**src/rtl/lsu_wb_master.sv**
```systemverilog
// lsu_wb_master: load/store unit front end that turns single core memory
// requests into classic Wishbone single-beat cycles. It steers sub-word
// stores onto the correct byte lanes, extends sub-word loads, rejects
// misaligned accesses without touching the bus and aborts a bus cycle that
// the slave never acknowledges.
module lsu_wb_master #(
    parameter int unsigned TIMEOUT = 16
) (
    input  logic        clk,
    input  logic        reset_n,
    // core side
    input  logic        req_i,
    input  logic        we_i,
    input  logic [31:0] addr_i,
    input  logic [31:0] wdata_i,
    input  logic [1:0]  size_i,
    input  logic        unsigned_i,
    output logic        stall_o,
    output logic        done_o,
    output logic [31:0] rdata_o,
    output logic        misalign_o,
    output logic        timeout_o,
    // Wishbone master side
    output logic        cyc_o,
    output logic        stb_o,
    output logic        we_o,
    output logic [31:0] adr_o,
    output logic [3:0]  sel_o,
    output logic [31:0] dat_o,
    input  logic [31:0] dat_i,
    input  logic        ack_i
);

    localparam logic [1:0] S_IDLE  = 2'd0;
    localparam logic [1:0] S_BUS   = 2'd1;
    localparam logic [1:0] S_RDATA = 2'd2;
    localparam logic [1:0] S_DONE  = 2'd3;

    localparam logic [8:0] TIMEOUT_LIMIT = 9'(TIMEOUT);

    logic [1:0]  state_q, state_d;
    logic [31:0] addr_q, addr_d;
    logic [1:0]  size_q, size_d;
    logic        we_q, we_d;
    logic        unsigned_q, unsigned_d;
    logic [3:0]  sel_q, sel_d;
    logic [31:0] dat_q, dat_d;
    logic [7:0]  cnt_q, cnt_d;
    logic [31:0] rdata_q, rdata_d;
    logic        misalign_q, misalign_d;
    logic        timeout_q, timeout_d;

    logic        reqMisaligned;
    logic [3:0]  reqSel;
    logic [31:0] reqDat;
    logic [7:0]  byteLane;
    logic [15:0] halfLane;
    logic [31:0] loadExt;
    logic [8:0]  cntNext;

    // Decode the incoming request: alignment check, lane enables and store-data replication
    always_comb begin
        reqMisaligned = 1'b0;
        reqSel        = 4'b1111;
        reqDat        = wdata_i;
        case (size_i)
            2'b00: begin
                reqSel = 4'b0001 << addr_i[1:0];
                reqDat = {4{wdata_i[7:0]}};
            end
            2'b01: begin
                reqMisaligned = addr_i[0];
                reqSel        = 4'b0011 << {addr_i[1], 1'b0};
                reqDat        = {2{wdata_i[15:0]}};
            end
            default: begin
                reqMisaligned = (addr_i[1:0] != 2'b00);
            end
        endcase
    end

    // Pick the addressed lane out of the registered slave data and extend it to 32 bits
    always_comb begin
        byteLane = dat_i[{addr_q[1:0], 3'b000} +: 8];
        halfLane = dat_i[{addr_q[1], 4'b0000} +: 16];
        loadExt  = dat_i;
        case (size_q)
            2'b00:   loadExt = unsigned_q ? {24'h000000, byteLane} : {{24{byteLane[7]}}, byteLane};
            2'b01:   loadExt = unsigned_q ? {16'h0000, halfLane} : {{16{halfLane[15]}}, halfLane};
            default: loadExt = dat_i;
        endcase
    end

    assign cntNext = {1'b0, cnt_q} + 9'd1;

    // Transaction sequencer: accept, run the bus cycle, collect load data, report completion
    always_comb begin
        state_d    = state_q;
        addr_d     = addr_q;
        size_d     = size_q;
        we_d       = we_q;
        unsigned_d = unsigned_q;
        sel_d      = sel_q;
        dat_d      = dat_q;
        cnt_d      = cnt_q;
        rdata_d    = rdata_q;
        misalign_d = misalign_q;
        timeout_d  = timeout_q;
        case (state_q)
            S_IDLE: begin
                if (req_i) begin
                    rdata_d   = 32'h0;
                    timeout_d = 1'b0;
                    if (reqMisaligned) begin
                        misalign_d = 1'b1;
                        state_d    = S_DONE;
                    end else begin
                        misalign_d = 1'b0;
                        addr_d     = addr_i;
                        size_d     = size_i;
                        we_d       = we_i;
                        unsigned_d = unsigned_i;
                        sel_d      = reqSel;
                        dat_d      = reqDat;
                        cnt_d      = 8'h00;
                        state_d    = S_BUS;
                    end
                end
            end
            S_BUS: begin
                if (ack_i) begin
                    state_d = we_q ? S_DONE : S_RDATA;
                end else begin
                    cnt_d = cntNext[7:0];
                    if (cntNext >= TIMEOUT_LIMIT) begin
                        timeout_d = 1'b1;
                        rdata_d   = 32'h0;
                        state_d   = S_DONE;
                    end
                end
            end
            S_RDATA: begin
                rdata_d = loadExt;
                state_d = S_DONE;
            end
            default: begin
                state_d = S_IDLE;
            end
        endcase
    end

    // State and datapath registers, cleared immediately whenever reset_n drops
    always_ff @(posedge clk or negedge reset_n) begin
        if (!reset_n) begin
            state_q    <= S_IDLE;
            addr_q     <= 32'h0;
            size_q     <= 2'b00;
            we_q       <= 1'b0;
            unsigned_q <= 1'b0;
            sel_q      <= 4'h0;
            dat_q      <= 32'h0;
            cnt_q      <= 8'h00;
            rdata_q    <= 32'h0;
            misalign_q <= 1'b0;
            timeout_q  <= 1'b0;
        end else begin
            state_q    <= state_d;
            addr_q     <= addr_d;
            size_q     <= size_d;
            we_q       <= we_d;
            unsigned_q <= unsigned_d;
            sel_q      <= sel_d;
            dat_q      <= dat_d;
            cnt_q      <= cnt_d;
            rdata_q    <= rdata_d;
            misalign_q <= misalign_d;
            timeout_q  <= timeout_d;
        end
    end

    assign cyc_o      = (state_q == S_BUS);
    assign stb_o      = (state_q == S_BUS);
    assign we_o       = we_q;
    assign adr_o      = {addr_q[31:2], 2'b00};
    assign sel_o      = (state_q == S_BUS) ? sel_q : 4'h0;
    assign dat_o      = dat_q;
    assign done_o     = (state_q == S_DONE);
    assign stall_o    = reset_n & (((state_q == S_IDLE) & req_i) | (state_q == S_BUS) | (state_q == S_RDATA));
    assign rdata_o    = rdata_q;
    assign misalign_o = misalign_q;
    assign timeout_o  = timeout_q;

endmodule

```
**config.mk**
```make
export PLATFORM = sky130hd
export DESIGN_NAME = lsu_wb_master
export DESIGN_NICKNAME = d
export VERILOG_FILES = /design/src/rtl/lsu_wb_master.sv
export SDC_FILE = /design/constraint.sdc
export NUM_CORES = 1
export LEC_CHECK = 0
export CORE_MARGIN = 2
export CORE_UTILIZATION = 49
export DETAILED_ROUTE_END_ITERATION = 10
export PLACE_DENSITY_LB_ADDON = 0.08
export SLEW_MARGIN = 20
export SYNTH_ARGS = -nofsm -noshare
export SYNTH_HDL_FRONTEND = slang
export SYNTH_SLANG_ARGS = --single-unit
```
**constraint.sdc**
```tcl
create_clock -name clk -period 5.3 [get_ports clk]
set_input_delay 1.06 -clock clk [delete_from_list [all_inputs] [get_ports clk]]
set_output_delay 1.06 -clock clk [all_outputs]
set_load 0.02 [all_outputs]
```
==> flow_summary.toml <==
[setup_path]
r2r_cells = 5
r2r_start = "state_q[1]$_DFFE_PN0P_"
crit_arrival_ns = 2.55
crit_type = "reg -> out"
cp_data_required_time_ns = 4.24
max_stage_delay_ns = 0.69
critical_path_buf_inv_count = 2
path_cells = "inv_1 -> ha_1 -> nor2_1 -> a21boi_0 -> clkdlybuf4s50_1"
crit_path_max_fanout = 24
r2r_slack_ns = 2.56
endpoint_kind = "output port"
crit_path_top_delay_cell = "ha_1"
crit_family = "buffers and inverters"
startpoint_type = "register"
r2r-end = "rdata_o[21]$_DFFE_PN0P_"

[hold_path]
worstHoldStart = "sel_q[1]$_DFFE_PN0P_"
worstHoldEndpoint = "sel_q[1]$_DFFE_PN0P_"
whs_path_depth = 2
min_path_type = "reg -> reg"

[clock_tree]
ctsResizeCount = 0
htreeDepth = 4
cts-root-buf = "clkbuf_16"
cts_tree = "built"
cts_buffer_depth = 2
cts_setup_buffers = 0
clk_latency_ns = 0.41
cts.hold.buffers_added = 0
cts_buffers = 17
path_clk_slew_ns = 0.05
cts.sinks = 116

[global_routing]
grt_usage = 0.2397
antenna_found_initial = 0
grt.overflow.total = 0
globalRoute.busiestLayer = "met2"
grt_pass1_vias = 4893
met2_usage = 0.3910
use_met1 = 0.2984
grt_pass1_wl_um = 24470
use_met3 = 0.07749
grt_max_degree = 102

[placement]
gp_congestion = 0.8253
io_buffers = 208
hpwl_um = 10780
placedCellCount = 856

[synth]
syn_area_um2 = 6027
synth_enable_flop_cells = 0
synth_area_leaders = "dfrtp_1, mux2_2, mux2i_1"
synth_top_area_frac = 0.4816
synth_most_common_cell = "dfrtp_1"
synthTopCellsByCount = "dfrtp_1, nand2_1, mux2_2"
synth_flop_cell = "dfrtp_1"
synth_area_per_cell_um2 = 10.63
netlist_instances = 567
yosys.area.top_type = "dfrtp_1"
seq_area_frac_synth = 0.4816
synth-seq-cells = 116
synth.distinct_cells = 49
ys_warn_count = 0
synthArstFlopShare = 1.000

[routing]
first_pass_iters = 4
drtIter0Drc = 230
finalWirelength_um = 15290
wire_per_inst_um = 17.22
viasPerCell = 5.396
antenna_left = 0
vias = 4792
drc_errors = 0

[status]
status = "finished, final reports clean"

[die]
dieArea_um2 = 13200
die_y_um = 114.9
top_level_ports = 211
start_util = 0.5018
core_um2 = 12010
die_x_um = 114.9
std_cell_rows = 40

[layout]
finalNonFillerCells = 888
fillers = 934
area_growth_pct = 40.23
drive_above_1_share = 0.1363
nNetsFinal = 839
seqCellArea_um2 = 2903
antenna_cells = 0
multi_input_area_um2 = 2621

[timing]
clock.fmax_mhz = 276.9
finalMaxSlewViolations = 0
rsz0062_at_grt = "no"
slew_headroom = 0.3305
fin_setup_tns_ns = 0
period_share = 0.6814
clock_skew_ns = 0.004816
tightest_slew_ns = 1.004
fin_crit_ns = 3.612
finalHoldViolCount = 0
setup_viol = 0

[job]
maxCapViolCount = 0

[power_and_ir_drop]
static-leakage-power_nw = 3.766
power_density_nw_per_um2 = 608.8
peakVddDrop_mv = 0.2939
## metal layers
layer	up-vias	wire length, µm
li1	2250	-
met1	2320	6332
met2	196	7480
met3	26	1182
met4	0	293
met5	-	0
## cells in the final DEF, fill, tap and decap left out, types with 2 or more instances in the layout
cell type and n:
clkdlybuf4s50_1 207, dfrtp_1 116, nand2_1 82, mux2_2 50, mux2i_1 49, o21ai_0 35
nor2_1 26, a21oi_1 23, inv_1 22, clkbuf_16 17, mux2_4 15, o221ai_1 9
a22o_1 7, o31a_1 7, and2_1 6, nand2b_1 6, nand3_1 6, ha_1 6
clkbuf_1 6, clkinv_2 4, nand4_1 3, clkbuf_8 3, buf_4 3, nor2b_1 2
o21ai_1 2, conb_1 2
## flip-flops by register name, summed over array words and instances (netlist names)
| register | flops |
|---|---|
| addr_q | 32 |
| cnt_q | 8 |
| dat_o | 32 |
| misalign_o | 1 |
| rdata_o | 32 |
| sel_q | 4 |
| size_q | 2 |
| state_q | 2 |
| timeout_o | 1 |
| unsigned_q | 1 |
| we_o | 1 |
## metrics by stage
stage	hold slack [ns]	setup WS (ns)	power, mW	utilization	area [µm²]
2_1_floorplan	0.4409	2.521	3.249	-	6031
3_3_place_gp	0.4551	1.468	4.020	0.6565	7885
3_5_place_dp	0.4673	1.375	4.095	0.6565	7885
4_1_cts	0.4748	1.652	5.178	0.7014	8424
5_1_grt	0.4973	1.457	5.439	0.7036	8452
6_report	0.4721	1.688	5.146	0.7036	8452
## cells by family after synthesis
| family | after synthesis | synth area share |
|---|---|---|
| flops | 116 | 0.4816 |
| compound gates | 97 | 0.1042 |
| other cells | 1 | 0.0006222 |
| simple gates | 141 | 0.1028 |
| fa+ha+maj | 6 | 0.01246 |
| xor+xnor | 1 | 0.001453 |
| buf+inv | 91 | 0.08470 |
| mux | 114 | 0.2122 |
## how the worst max path moves through the flow
stage | start | to | slack [ns] | depth (start not counted)
after floorplan | state_q[1]$_DFFE_PN0P_ | stall_o | 2.52 | 5
after global placement | size_i[0] | dat_o[0]$_DFFE_PN0P_ | 1.47 | 5
after detailed placement | size_i[0] | dat_o[0]$_DFFE_PN0P_ | 1.37 | 5
after CTS | state_q[1]$_DFFE_PN0P_ | stall_o | 1.65 | 5
after global routing | state_q[1]$_DFFE_PN0P_ | stall_o | 1.46 | 5
final | state_q[1]$_DFFE_PN0P_ | stall_o | 1.69 | 5
## tightest hold or removal path, cell delays in order (launching register included)
cell     delay, ns
dfrtp_1       0.34
nand2_1       0.04
o21ai_0       0.05
## where the power goes
part / switching, mW / internal [mW] / total [mW]
clock: 0.374 / 0.675 / 1.05
combinational: 1.27 / 1.27 / 2.53
sequential: 0.279 / 1.28 / 1.56
total: 1.92 / 3.23 / 5.15
## final cells by class
class | instances | area share
tap | 147 | 0.02176
inverter | 22 | 0.009771
clock inverter | 5 | 0.005922
multi-input combinational | 361 | 0.3101
clock buffer | 26 | 0.05788
sequential | 116 | 0.3434
timing repair buffer | 211 | 0.2511
No activity file was read; power rests on OpenSTA's default activity.
